--- src/rtl/uart_pkg.sv ---
// Shared types, FSM state encodings and parity helper for the UART transceiver.
package uart_pkg;

    localparam int unsigned UART_MAX_DATA = 9;
    localparam int unsigned STATE_W       = 3;

    typedef logic [STATE_W-1:0] tx_state_t;
    typedef logic [STATE_W-1:0] rx_state_t;

    localparam tx_state_t T_IDLE   = 3'd0;
    localparam tx_state_t T_START  = 3'd1;
    localparam tx_state_t T_DATA   = 3'd2;
    localparam tx_state_t T_PARITY = 3'd3;
    localparam tx_state_t T_STOP   = 3'd4;

    localparam rx_state_t R_IDLE   = 3'd0;
    localparam rx_state_t R_START  = 3'd1;
    localparam rx_state_t R_DATA   = 3'd2;
    localparam rx_state_t R_PARITY = 3'd3;
    localparam rx_state_t R_STOP   = 3'd4;

    // Sized for the widest character; narrower characters are zero-extended.
    typedef struct packed {
        logic                     parity_err;
        logic                     frame_err;
        logic [UART_MAX_DATA-1:0] data;
    } rx_entry_t;

    function automatic logic uart_parity(input logic [UART_MAX_DATA-1:0] data, input logic odd);
        return (^data) ^ odd;
    endfunction

endpackage

--- src/rtl/uart_rx_fifo.sv ---
// Synchronous show-ahead FIFO; head word and valid are registered.
module uart_rx_fifo #(
    parameter int unsigned WIDTH = 8,
    parameter int unsigned DEPTH = 4
) (
    input  logic             clk,
    input  logic             rst_n,
    input  logic             push,
    input  logic [WIDTH-1:0] push_data,
    input  logic             pop,
    output logic [WIDTH-1:0] head_data,
    output logic             head_valid,
    output logic             full_c,
    output logic             empty_c,
    output logic             drop_c
);
    localparam int unsigned AW = $clog2(DEPTH);

    logic [WIDTH-1:0] mem [DEPTH];
    logic [AW:0]      wr_q, rd_q, wr_d, rd_d;
    logic             push_eff, pop_eff;
    logic [WIDTH-1:0] head_d;

    assign empty_c  = (wr_q == rd_q);
    assign full_c   = (wr_q[AW] != rd_q[AW]) && (wr_q[AW-1:0] == rd_q[AW-1:0]);
    assign pop_eff  = pop && !empty_c;
    assign push_eff = push && (!full_c || pop_eff);
    assign drop_c   = push && full_c && !pop_eff;
    assign wr_d     = wr_q + (AW+1)'(push_eff);
    assign rd_d     = rd_q + (AW+1)'(pop_eff);

    // A word pushed into the slot that becomes head is not in mem yet, so bypass it.
    always_comb begin
        head_d = mem[rd_d[AW-1:0]];
        if (push_eff && (rd_d[AW-1:0] == wr_q[AW-1:0])) begin
            head_d = push_data;
        end
    end

    always_ff @(posedge clk) begin
        if (push_eff) begin
            mem[wr_q[AW-1:0]] <= push_data;
        end
    end

    always_ff @(posedge clk or negedge rst_n) begin
        if (!rst_n) begin
            wr_q       <= '0;
            rd_q       <= '0;
            head_data  <= '0;
            head_valid <= 1'b0;
        end else begin
            wr_q       <= wr_d;
            rd_q       <= rd_d;
            head_data  <= head_d;
            head_valid <= (wr_d != rd_d);
        end
    end

endmodule

--- src/rtl/uart_transceiver.sv ---
// Full-duplex UART: TX serialiser and 16x-oversampled RX deserialiser feeding an error-tagged FIFO.
module uart_transceiver
    import uart_pkg::*;
#(
    parameter int unsigned DATA_WIDTH    = 8,
    parameter int unsigned OVERSAMPLE    = 16,
    parameter int unsigned DIV_WIDTH     = 16,
    parameter int unsigned STOP_BITS     = 1,
    parameter int unsigned RX_FIFO_DEPTH = 4
) (
    input  logic                  clk,
    input  logic                  rst_n,
    input  logic [DIV_WIDTH-1:0]  baud_div_i,
    input  logic                  parity_en_i,
    input  logic                  parity_odd_i,
    input  logic [DATA_WIDTH-1:0] tx_data_i,
    input  logic                  tx_valid_i,
    output logic                  tx_ready_o,
    output logic                  tx_busy_o,
    output logic [DATA_WIDTH-1:0] rx_data_o,
    output logic                  rx_valid_o,
    input  logic                  rx_ready_i,
    output logic                  rx_parity_err_o,
    output logic                  rx_frame_err_o,
    output logic                  rx_overrun_o,
    input  logic                  rx_overrun_clr_i,
    output logic                  tx_o,
    input  logic                  rx_i
);
    localparam int unsigned OS_W  = $clog2(OVERSAMPLE);
    localparam int unsigned BIT_W = $clog2(DATA_WIDTH + 1);

    logic [DIV_WIDTH-1:0] div_eff_c;
    assign div_eff_c = (baud_div_i == '0) ? DIV_WIDTH'(1) : baud_div_i;

    // ---------------- TX ----------------
    tx_state_t             tx_state_q, tx_state_d;
    logic [DIV_WIDTH-1:0]  tx_div_q, tx_div_d, tx_cnt_q, tx_cnt_d;
    logic [OS_W-1:0]       tx_os_q, tx_os_d;
    logic [BIT_W-1:0]      tx_bit_q, tx_bit_d;
    logic [DATA_WIDTH-1:0] tx_shift_q, tx_shift_d;
    logic                  tx_par_en_q, tx_par_en_d, tx_par_q, tx_par_d, tx_d;
    logic                  tx_tick_c, tx_done_c;

    always_comb begin
        tx_state_d  = tx_state_q;
        tx_div_d    = tx_div_q;
        tx_cnt_d    = tx_cnt_q;
        tx_os_d     = tx_os_q;
        tx_bit_d    = tx_bit_q;
        tx_shift_d  = tx_shift_q;
        tx_par_en_d = tx_par_en_q;
        tx_par_d    = tx_par_q;
        tx_d        = tx_o;
        tx_tick_c   = (tx_cnt_q >= tx_div_q - DIV_WIDTH'(1));
        tx_done_c   = tx_tick_c && (tx_os_q == OS_W'(OVERSAMPLE - 1));
        if (tx_state_q != T_IDLE) begin
            tx_cnt_d = tx_tick_c ? '0 : tx_cnt_q + DIV_WIDTH'(1);
            if (tx_tick_c) tx_os_d = tx_done_c ? '0 : tx_os_q + OS_W'(1);
        end
        case (tx_state_q)
            T_IDLE: if (tx_valid_i) begin
                tx_state_d  = T_START;
                tx_div_d    = div_eff_c;
                tx_cnt_d    = '0;
                tx_os_d     = '0;
                tx_shift_d  = tx_data_i;
                tx_par_en_d = parity_en_i;
                tx_par_d    = uart_parity(UART_MAX_DATA'(tx_data_i), parity_odd_i);
                tx_d        = 1'b0;
            end
            T_START: if (tx_done_c) begin
                tx_state_d = T_DATA;
                tx_bit_d   = '0;
                tx_d       = tx_shift_q[0];
            end
            T_DATA: if (tx_done_c) begin
                tx_shift_d = tx_shift_q >> 1;
                tx_d       = tx_shift_q[1];
                tx_bit_d   = tx_bit_q + BIT_W'(1);
                if (tx_bit_q == BIT_W'(DATA_WIDTH - 1)) begin
                    tx_bit_d   = '0;
                    tx_state_d = tx_par_en_q ? T_PARITY : T_STOP;
                    tx_d       = tx_par_en_q ? tx_par_q : 1'b1;
                end
            end
            T_PARITY: if (tx_done_c) begin
                tx_state_d = T_STOP;
                tx_d       = 1'b1;
            end
            T_STOP: if (tx_done_c) begin
                tx_bit_d = tx_bit_q + BIT_W'(1);
                if (tx_bit_q == BIT_W'(STOP_BITS - 1)) tx_state_d = T_IDLE;
            end
            default: begin
                tx_state_d = T_IDLE;
                tx_d       = 1'b1;
            end
        endcase
    end

    always_ff @(posedge clk or negedge rst_n) begin
        if (!rst_n) begin
            tx_state_q  <= T_IDLE;
            tx_div_q    <= DIV_WIDTH'(1);
            tx_cnt_q    <= '0;
            tx_os_q     <= '0;
            tx_bit_q    <= '0;
            tx_shift_q  <= '0;
            tx_par_en_q <= 1'b0;
            tx_par_q    <= 1'b0;
            tx_o        <= 1'b1;
            tx_ready_o  <= 1'b1;
            tx_busy_o   <= 1'b0;
        end else begin
            tx_state_q  <= tx_state_d;
            tx_div_q    <= tx_div_d;
            tx_cnt_q    <= tx_cnt_d;
            tx_os_q     <= tx_os_d;
            tx_bit_q    <= tx_bit_d;
            tx_shift_q  <= tx_shift_d;
            tx_par_en_q <= tx_par_en_d;
            tx_par_q    <= tx_par_d;
            tx_o        <= tx_d;
            tx_ready_o  <= (tx_state_d == T_IDLE);
            tx_busy_o   <= (tx_state_d != T_IDLE);
        end
    end

    // ---------------- RX ----------------
    logic                  rx_s1, rx_s2, rx_prev;
    rx_state_t             rx_state_q, rx_state_d;
    logic [DIV_WIDTH-1:0]  rx_div_q, rx_div_d, rx_cnt_q, rx_cnt_d;
    logic [OS_W-1:0]       rx_os_q, rx_os_d;
    logic [BIT_W-1:0]      rx_bit_q, rx_bit_d;
    logic [DATA_WIDTH-1:0] rx_shift_q, rx_shift_d;
    logic                  rx_par_en_q, rx_par_en_d, rx_par_odd_q, rx_par_odd_d;
    logic                  rx_par_bit_q, rx_par_bit_d;
    logic                  rx_tick_c, rx_half_c, rx_done_c, push_c;
    rx_entry_t             push_entry_c;

    always_comb begin
        rx_state_d   = rx_state_q;
        rx_div_d     = rx_div_q;
        rx_os_d      = rx_os_q;
        rx_bit_d     = rx_bit_q;
        rx_shift_d   = rx_shift_q;
        rx_par_en_d  = rx_par_en_q;
        rx_par_odd_d = rx_par_odd_q;
        rx_par_bit_d = rx_par_bit_q;
        push_c       = 1'b0;
        push_entry_c = '0;
        rx_tick_c    = (rx_cnt_q >= rx_div_q - DIV_WIDTH'(1));
        rx_half_c    = rx_tick_c && (rx_os_q == OS_W'(OVERSAMPLE / 2 - 1));
        rx_done_c    = rx_tick_c && (rx_os_q == OS_W'(OVERSAMPLE - 1));
        rx_cnt_d     = rx_tick_c ? '0 : rx_cnt_q + DIV_WIDTH'(1);
        if (rx_state_q != R_IDLE && rx_tick_c) rx_os_d = rx_os_q + OS_W'(1);
        case (rx_state_q)
            R_IDLE: begin
                rx_div_d = div_eff_c;
                if (rx_prev && !rx_s2) begin
                    rx_state_d   = R_START;
                    rx_cnt_d     = '0;
                    rx_os_d      = '0;
                    rx_par_en_d  = parity_en_i;
                    rx_par_odd_d = parity_odd_i;
                end
            end
            R_START: if (rx_half_c) begin
                rx_os_d    = '0;
                rx_bit_d   = '0;
                rx_state_d = rx_s2 ? R_IDLE : R_DATA;
            end
            R_DATA: if (rx_done_c) begin
                rx_os_d    = '0;
                rx_shift_d = {rx_s2, rx_shift_q[DATA_WIDTH-1:1]};
                rx_bit_d   = rx_bit_q + BIT_W'(1);
                if (rx_bit_q == BIT_W'(DATA_WIDTH - 1)) begin
                    rx_state_d = rx_par_en_q ? R_PARITY : R_STOP;
                end
            end
            R_PARITY: if (rx_done_c) begin
                rx_os_d      = '0;
                rx_par_bit_d = rx_s2;
                rx_state_d   = R_STOP;
            end
            R_STOP: if (rx_done_c) begin
                rx_os_d                 = '0;
                push_c                  = 1'b1;
                push_entry_c.data       = UART_MAX_DATA'(rx_shift_q);
                push_entry_c.frame_err  = !rx_s2;
                push_entry_c.parity_err = rx_par_en_q &&
                    (rx_par_bit_q != uart_parity(UART_MAX_DATA'(rx_shift_q), rx_par_odd_q));
                rx_state_d              = R_IDLE;
            end
            default: rx_state_d = R_IDLE;
        endcase
    end

    always_ff @(posedge clk or negedge rst_n) begin
        if (!rst_n) begin
            rx_s1        <= 1'b1;
            rx_s2        <= 1'b1;
            rx_prev      <= 1'b1;
            rx_state_q   <= R_IDLE;
            rx_div_q     <= DIV_WIDTH'(1);
            rx_cnt_q     <= '0;
            rx_os_q      <= '0;
            rx_bit_q     <= '0;
            rx_shift_q   <= '0;
            rx_par_en_q  <= 1'b0;
            rx_par_odd_q <= 1'b0;
            rx_par_bit_q <= 1'b0;
        end else begin
            rx_s1        <= rx_i;
            rx_s2        <= rx_s1;
            rx_prev      <= rx_s2;
            rx_state_q   <= rx_state_d;
            rx_div_q     <= rx_div_d;
            rx_cnt_q     <= rx_cnt_d;
            rx_os_q      <= rx_os_d;
            rx_bit_q     <= rx_bit_d;
            rx_shift_q   <= rx_shift_d;
            rx_par_en_q  <= rx_par_en_d;
            rx_par_odd_q <= rx_par_odd_d;
            rx_par_bit_q <= rx_par_bit_d;
        end
    end

    // ---------------- RX FIFO ----------------
    rx_entry_t head;
    logic      fifo_full_c, fifo_empty_c, fifo_drop_c;
    logic      head_unused;

    uart_rx_fifo #(
        .WIDTH ($bits(rx_entry_t)),
        .DEPTH (RX_FIFO_DEPTH)
    ) u_rx_fifo (
        .clk        (clk),
        .rst_n      (rst_n),
        .push       (push_c),
        .push_data  (push_entry_c),
        .pop        (rx_ready_i),
        .head_data  (head),
        .head_valid (rx_valid_o),
        .full_c     (fifo_full_c),
        .empty_c    (fifo_empty_c),
        .drop_c     (fifo_drop_c)
    );

    assign rx_data_o       = head.data[DATA_WIDTH-1:0];
    assign rx_parity_err_o = head.parity_err;
    assign rx_frame_err_o  = head.frame_err;
    assign head_unused     = ^{head.data, fifo_full_c, fifo_empty_c};

    // Sticky overrun; a drop in the same cycle as a clear keeps it set.
    always_ff @(posedge clk or negedge rst_n) begin
        if (!rst_n) begin
            rx_overrun_o <= 1'b0;
        end else if (fifo_drop_c) begin
            rx_overrun_o <= 1'b1;
        end else if (rx_overrun_clr_i) begin
            rx_overrun_o <= 1'b0;
        end
    end

endmodule

--- config.mk ---
export PLATFORM = sky130hd
export DESIGN_NAME = uart_transceiver
export DESIGN_NICKNAME = d
export VERILOG_FILES = /design/src/rtl/uart_pkg.sv /design/src/rtl/uart_rx_fifo.sv /design/src/rtl/uart_transceiver.sv
export SDC_FILE = /design/constraint.sdc
export NUM_CORES = 1
export LEC_CHECK = 0
export ABC_CLOCK_PERIOD_IN_PS = 5700
export BUFFER_PORTS_ARGS = -buffer_cell sky130_fd_sc_hd__buf_2
export CAP_MARGIN = 20
export CORE_ASPECT_RATIO = 0.9
export CORE_UTILIZATION = 62
export DETAILED_ROUTE_END_ITERATION = 10
export PLACE_DENSITY = 0.82
export SYNTH_ARGS = -nofsm -noshare
export SYNTH_HDL_FRONTEND = slang
export SYNTH_HIERARCHICAL = 1
export SYNTH_SLANG_ARGS = --single-unit
--- constraint.sdc ---
create_clock -name clk -period 5.7 [get_ports clk]
set_input_delay 0.57 -clock clk [delete_from_list [all_inputs] [get_ports clk]]
set_output_delay 0.57 -clock clk [all_outputs]
set_load 0.01 [all_outputs]
# Word level (Yosys, flattened, before mapping)
# Memories as Yosys holds them, arrays and structs flattened. A register that Yosys moved wholly into a read port is not among the register bits.
# Index checks and enable logic that the tools add are counted.
# word_totals
in_bits,32
word_cells,175
memories,1
ram_bits,44
ff_bits,121
# memory_table
memory,words,width,rd,rd_ports_with_merged_regs,write_ports,line_no,rtl
u_rx_fifo.mem,4,11,1,1,1,uart_rx_fifo.sv:19,logic [WIDTH-1:0] mem [DEPTH];
# classes
n_lt_le_gt_ge,2
n_mux,62
n_eq_ne,29
add_sub_neg,10
n_bitwise,3
n_reduce_logical,41
# ops
operator,count
$mux W16,8
$mux W4,15
$mux W3,15
$add A16 B1 Y16 const B,2
$ge A16 B16 Y1,2
$sub A16 B1 Y16 const B,2
$pmux W3 S5,2
$pmux W4 S3,2
$mux W11,2
$ne A2 B2 Y1 const B,11
$reduce_xor A9 Y1,2
$add A4 B1 Y4 const B,4
$logic_not A16 Y1,1
$mux W8,2
$pmux W8 S2,1
$eq A3 B2 Y1 const B,4
$eq A4 B3 Y1 const B,3
$mux W1,12
$reduce_bool A3 Y1,4
$logic_and A1 B1 Y1,11
$logic_not A3 Y1,3
$eq A4 B4 Y1 const B,2
$pmux W4 S2,1
$reduce_and A2 Y1,4
20 further kinds,32

# Depth between registers and ports, before layout
# Gate-level depths: netlist (run 1).
# logic_depth
ltp_word,8
depth_mapped,17
mapped_depth_nobuf,17

# By module
# The synthesis (run 1) kept the hierarchy.
# modules_own_cells
mod,cells_per_inst,area_each_um2,n_inst
uart_transceiver,666,6673.9,1
uart_rx_fifo,115,2463.6,1

# Worst setup path after synthesis (run 1)
# Ideal clock, no wire load.
# synth_path
path_kind,flip-flop to flip-flop
startpoint,register rx_div_q[5]
endpoint,"memory u_rx_fifo/mem[2][0] in the netlist's numbering, enable pin"
path_stages_with_launch,13
setup_time_ns,0.396
arrival_ns,4.291
path_slack_ns,1.013
cell_sequence,dfrtp_1 > or4_1 > nor2_1 > and3_1 > nand2_1 > xor2_1 > ha_1 > nand2_1 > o21ai_0 > o211ai_1 > nor3_1 > o41ai_4 > nor3b_1
# synth_via
elab_chain_len,8
# synth_lines
item,line_no,rtl
"start, declared",uart_transceiver.sv:133,"logic [DIV_WIDTH-1:0] rx_div_q, rx_div_d, rx_cnt_q, rx_cnt_d;"
"start signal, assigned",uart_transceiver.sv:219,rx_div_q <= rx_div_d;
$sub A16 B1 Y16,uart_transceiver.sv:153,rx_tick_c = (rx_cnt_q >= rx_div_q - DIV_WIDTH'(1));
$ge A16 B16 Y1,uart_transceiver.sv:153,
$logic_and A1 B1 Y1,uart_transceiver.sv:155,rx_done_c = rx_tick_c && (rx_os_q == OS_W'(OVERSAMPLE - 1));
$mux W1,uart_transceiver.sv:187,R_STOP: if (rx_done_c) begin
$mux W1,uart_transceiver.sv:158,case (rx_state_q)
net push_c,uart_transceiver.sv:139,"logic rx_tick_c, rx_half_c, rx_done_c, push_c;"
$logic_and A1 B1 Y1,uart_rx_fifo.sv:27,assign push_eff = push && (!full_c || pop_eff);
$mux W1,uart_rx_fifo.sv:41,if (push_eff) begin
$mux W1 (implied by the code),uart_rx_fifo.sv:42,mem[wr_q[AW-1:0]] <= push_data;
"end, declared",uart_rx_fifo.sv:19,
# The timed path passes the listed nets, and every way through them passes these cells.

# Worst setup path in the final report (run 1)
# layout_path
startpoint,register rx_div_q[3]
endpoint,register u_rx_fifo.head_valid
# layout_via
elab_chain_len,8
# layout_lines
item,line_no,rtl
$sub A16 B1 Y16,uart_transceiver.sv:153,
$ge A16 B16 Y1,uart_transceiver.sv:153,
$logic_and A1 B1 Y1,uart_transceiver.sv:155,
$mux W1,uart_transceiver.sv:187,
$mux W1,uart_transceiver.sv:158,
net push_c,uart_transceiver.sv:139,
$logic_and A1 B1 Y1,uart_rx_fifo.sv:27,
$add A3 B1 Y3,uart_rx_fifo.sv:29,assign wr_d = wr_q + (AW+1)'(push_eff);
net u_rx_fifo.wr_d[2],uart_rx_fifo.sv:20,"logic [AW:0] wr_q, rd_q, wr_d, rd_d;"
$ne A3 B3 Y1,uart_rx_fifo.sv:56,head_valid <= (wr_d != rd_d);
"end signal, assigned",uart_rx_fifo.sv:56,
"end, declared",uart_rx_fifo.sv:12,"output logic head_valid,"
# The timed path passes the listed nets, and every way through them passes these cells.
# A chain may end at the register's enable or synchronous reset.

==> flow_summary.yaml, run 1 <==
synth:
  syn-cell-area_mm2: 0.00895
  ys_warn_count: 6
  syn_inst: 772
  avgSynthCellArea_um2: 11.6
  syn_nets: 849
global_routing:
  grt.total_usage_pct: 27.3
  grt_pass1_vias: 6231
  grt_max_degree: 73
  grt_pass1_wl_mm: 30.8
  gr-usage-met2_pct: 43.5
  met3_usage_pct: 5.68
  grt_overflow: 0
  antenna_found_initial: 0
  use_met1_pct: 36.8
  busiest_layer: "met2"
placed_design:
  io_buffers: 46
  dp_slack_ns: 0.714
  routabilityCongestion: 0.904
  dpl.hpwl_mm: 13.1
sta:
  hold_violations: 0
  max_freq_ghz: 0.200
  worst_pin_slew_ns: 1.04
  slew_headroom_pct: 29.9
  drv_slew: 0
  timing.final.crit_share_pct: 87.5
  finalSetupViolCount: 0
  min_period_ns: 4.99
  rsz0062_at_grt: "false"
  hold_ws_ns: 0.151
  fin_setup_tns_ns: 0
  setup_slack_ns: 0.712
  skew_ns: 0.00950
worst_setup_path:
  r2r_cells: 17
  worstPathArrival_ns: 5.30
  startpoint_type: "register"
  endpoint_kind: "register"
  critPathRequiredTime_ns: 6.01
  cp_max_fo: 5
  worstSetupPathType: "reg2reg"
clocking:
  cts.repair.resized: 0
  clkTransAtPathRegs_ns: 0.07
  postCtsSetupBuffers: 0
  cts_sinks: 171
  cts_buffers: 17
  cts_root_buffer: "clkbuf_16"
  ctsHoldBuffers: 0
  cts_tree: "built"
  htreeDepth: 4
  clock_latency_ns: 0.43
  clockBufferDepth: 2
routing:
  vias: 6120
  drtIter0Drc: 453
  dr.pass1.iters: 6
  remaining_drc_errors: 0
  viasPerCell: 5.95
  wirelength_mm: 18.5
  drtAntennaViolNets: 0
  post_drt_wl_per_cell_um: 18.0
power:
  p_per_area_mw_per_mm2: 321
  p_leak_nw: 4.63
  vdd_drop_max_v: 0.000269
  total_power_mw: 3.21
finish:
  drive_gt1_share_pct: 22.4
  diodes: 0
  fill_cells: 994
  nets: 900
  finish.utilization_pct: 71.2
  syn2layout_area_growth_pct: 11.9
  layout_commonest_cell: "dfrtp_1"
  mostFrequentLayoutCells: "dfrtp_1, nor2_1, nand2_1"
die:
  start_util_pct: 63.7
  die_h_um: 116
  core_mm2: 0.0141
  die_w_um: 129
  io_pins: 47
  num_rows: 41
  fp.dieArea_mm2: 0.0149
run_status:
  status: "completed"
flow_run:
  drv_cap: 0
hold_path:
  min_path_type: "in2async"
[path summary, 6_finish.rpt]
kind                             start                    to  slack (ns)
max                        rx_div_q[3]  u_rx_fifo/head_valid        0.71
min                              rst_n            tx_os_q[0]        0.15
max reg2reg                rx_div_q[3]  u_rx_fifo/head_valid        0.71
min reg2reg                      rx_s1                 rx_s2        0.36
max in group asynchronous        rst_n            rx_os_q[2]        4.38
min in group clk                  rx_i                 rx_s1        0.23
[sequential cells by signal (all words and copies together) (netlist names), 3 cells and up]
| register | cells |
|---|---|
| rx_div_q | 16 |
| u_rx_fifo/wr_q | 3 |
| rx_os_q | 4 |
| rx_state_q | 3 |
| rx_shift_q | 8 |
| tx_shift_q | 8 |
| tx_os_q | 4 |
| rx_cnt_q | 16 |
| u_rx_fifo/rd_q | 3 |
| rx_bit_q | 4 |
| u_rx_fifo/mem | 40 |
| tx_bit_q | 4 |
| tx_cnt_q | 16 |
| tx_div_q | 16 |
| tx_state_q | 3 |
| u_rx_fifo/head_data | 10 |
[layout make-up]
type | count | area (µm²) | share of cell area, %
clock buffers | 17 | 425 | 4.25
multi-input cells | 555 | 4270 | 42.6
clock inverters | 15 | 178 | 1.78
well taps | 193 | 241 | 2.41
repair buffers | 55 | 324 | 3.24
flip-flops and latches | 171 | 4490 | 44.8
inverters | 23 | 86.3 | 0.863
[metrics by stage]
step | area [µm²] | std cells
after floorplan | 8950 | 772
after global placement | 9380 | 996
after global routing | 10000 | 1029
after CTS | 9980 | 1028
final | 10000 | 1029
after detailed placement | 9380 | 996
[where the power goes]
part | internal, mW | switching (mW) | leakage [nW]
combinational | 0.268 | 0.322 | 2.17
clock | 0.627 | 0.537 | 0.288
sequential | 1.35 | 0.113 | 2.17
total | 2.24 | 0.973 | 4.63
[worst max-delay path, stage by stage (launching register included)]
cell	delay, ns
dfrtp_1	0.42
or4_1	0.53
nor2_1	0.22
and3_1	0.26
nand2_1	0.10
xor2_1	0.16
ha_1	0.30
nand2_1	0.07
o21ai_0	0.52
o211ai_1	0.25
nor3_1	0.60
o41ai_4	0.25
inv_1	0.13
ha_1	0.18
ha_1	0.17
xor2_1	0.23
xor2_1	0.10
or3_1	0.38
[per-layer routing]
layer | part of all wire (%) | vias up
li1 | - | 2892
met1 | 45 | 3028
met2 | 48 | 166
met3 | 4.7 | 34
met4 | 2.2 | 0
met5 | 0 | -
Power figures use the tool's default switching activity.
==> inputs of run 2 (changes only) <==
--- a/config.mk
+++ b/config.mk
@@ -12,6 +12,7 @@
 export CORE_UTILIZATION = 62
 export DETAILED_ROUTE_END_ITERATION = 10
 export PLACE_DENSITY = 0.82
+export RECOVER_POWER = 100
 export SYNTH_ARGS = -nofsm -noshare
 export SYNTH_HDL_FRONTEND = slang
 export SYNTH_HIERARCHICAL = 1
==> flow_summary.yaml, run 2 (synthesis results as in run 1) <==
run_status:
  status: "finished with violations"
  violations: "max-capacitance violations, max-slew violations"
worst_setup_path:
  r2r-start: "rx_div_q[3]"
  worstPathArrival_ns: 5.23
  startpoint: "rx_div_q[3]"
  cpPeakStageDelay_ns: 0.53
  path_buf_inv: 1
  slowest_stage: "or4_1"
  critical-path-top-delay-family: "simple AND/OR/NAND/NOR gates"
  cp_max_fo: 5
  crit_chain: "or4_1, nor2_1, and3_1, nand2_1, xor2_1, ha_1, nand2_1, o21ai_0, o211ai_1, nor3_1, o41ai_1, inv_1, ha_1, ha_1, xor2_1, xor2_1, or3_1"
  critPathRequiredTime_ns: 6.01
  endpoint_kind: "register"
  startpoint_type: "register"
  worstSetupPathType: "reg2reg"
global_routing:
  grt_pass1_vias: 6231
  grt_pass1_wl_mm: 30.8
  antenna_found_initial: 0
  grt_overflow: 0
  grt.total_usage_pct: 27.3
  grt_max_degree: 73
die:
  core_mm2: 0.0141
  fp.dieArea_mm2: 0.0149
  die_w_um: 129
  num_rows: 41
  die_h_um: 116
  start_util_pct: 63.7
  io_pins: 47
sta:
  rsz0062_at_grt: "false"
  setup_slack_ns: 0.781
  worst_pin_slew_ns: 3.84
  hold_violations: 0
  fin_setup_tns_ns: 0
  min_period_ns: 4.92
  slew_headroom_pct: -156
  timing.final.crit_share_pct: 86.3
  skew_ns: 0.00816
  finalSetupViolCount: 0
  max_freq_ghz: 0.203
  drv_slew: 73
clocking:
  cts_sinks: 171
  cts_buffers: 17
  clockBufferDepth: 2
  cts_root_buffer: "clkbuf_16"
  htreeDepth: 4
  cts_tree: "built"
  clock_latency_ns: 0.43
  postCtsSetupBuffers: 0
  cts.repair.resized: 0
  clkTransAtPathRegs_ns: 0.07
  ctsHoldBuffers: 0
routing:
  post_drt_wl_per_cell_um: 18.2
  dr.pass1.iters: 5
  wirelength_mm: 18.7
  drtIter0Drc: 441
  vias: 6149
  drtAntennaViolNets: 0
  viasPerCell: 5.98
  remaining_drc_errors: 0
power:
  vdd_drop_max_v: 0.000269
  p_per_area_mw_per_mm2: 325
  p_leak_nw: 4.51
flow_run:
  drv_cap: 1
finish:
  largest_register_ffs: 40
  syn2layout_area_growth_pct: 10.1
  layout_commonest_cell: "dfrtp_1"
  mostFrequentLayoutCells: "dfrtp_1, nor2_1, nand2_1"
  diodes: 0
  nets: 900
  drive_gt1_share_pct: 17.6
placed_design:
  io_buffers: 46
  dp_slack_ns: 0.714
  routabilityCongestion: 0.904
  dpl.hpwl_mm: 13.1
hold_path:
  hold_start: "rx_i"
  min_path_type: "in2reg"
[run 2: area by class of cell]
class | instances | area [µm²]
clock buffer | 17 | 425
fill | 1031 | 4200
inverter | 23 | 86.3
clock inverter | 15 | 178
sequential | 171 | 4490
tap | 193 | 241
multi-input combinational | 555 | 4190
timing repair buffer | 55 | 246
[run 2: worst reg2reg max path: cells and delay by family (launching register included)]
kind                       cells  cell delay [ns]
xor gates and xnor gates       3             0.49
adders and majority gates      3             0.66
DFF                            1             0.42
AOI/OAI and AO/OA              3             1.08
buffers and inverters          1             0.15
and+or+nand+nor                7             2.03
[run 2: per-layer routing]
layer | global-route usage, % | wire (µm) | vias up
met3 | 5.68 | 855 | 38
li1 | - | - | 2885
met4 | 10.9 | 435 | 0
met2 | 43.5 | 8910 | 178
met5 | 0 | 0 | -
met1 | 36.8 | 8500 | 3048
[run 2: final timing paths]
check	end	slack [ns]	cells after the start
max	u_rx_fifo/head_valid	0.78	17
min in group asynchronous	tx_os_q[0]	1.47	1
max reg2reg	u_rx_fifo/head_valid	0.78	17
max in group asynchronous	tx_div_q[5]	1.35	2
min	rx_s1	0.23	1
min reg2reg	rx_s2	0.36	0
[run 2: per-stage QoR]
| stage | cells | utilization, % | instance area [µm²] | power [mW] | hold slack (ns) |
|---|---|---|---|---|---|
| floorplan | 772 | - | 8950 | 1.90 | 0.274 |
| global placement | 996 | 66.7 | 9380 | 2.03 | 0.346 |
| detailed placement | 996 | 66.7 | 9380 | 2.06 | 0.347 |
| CTS | 1028 | 71.0 | 9980 | 3.24 | 0.165 |
| global route | 1029 | 70.1 | 9850 | 3.35 | 0.216 |
| finish | 1029 | 70.1 | 9850 | 3.21 | 0.234 |
[run 2: where the power goes]
group / switching [mW] / internal, mW
registers: 0.112 / 1.35
logic: 0.317 / 0.266
clock network: 0.537 / 0.627
total: 0.967 / 2.24
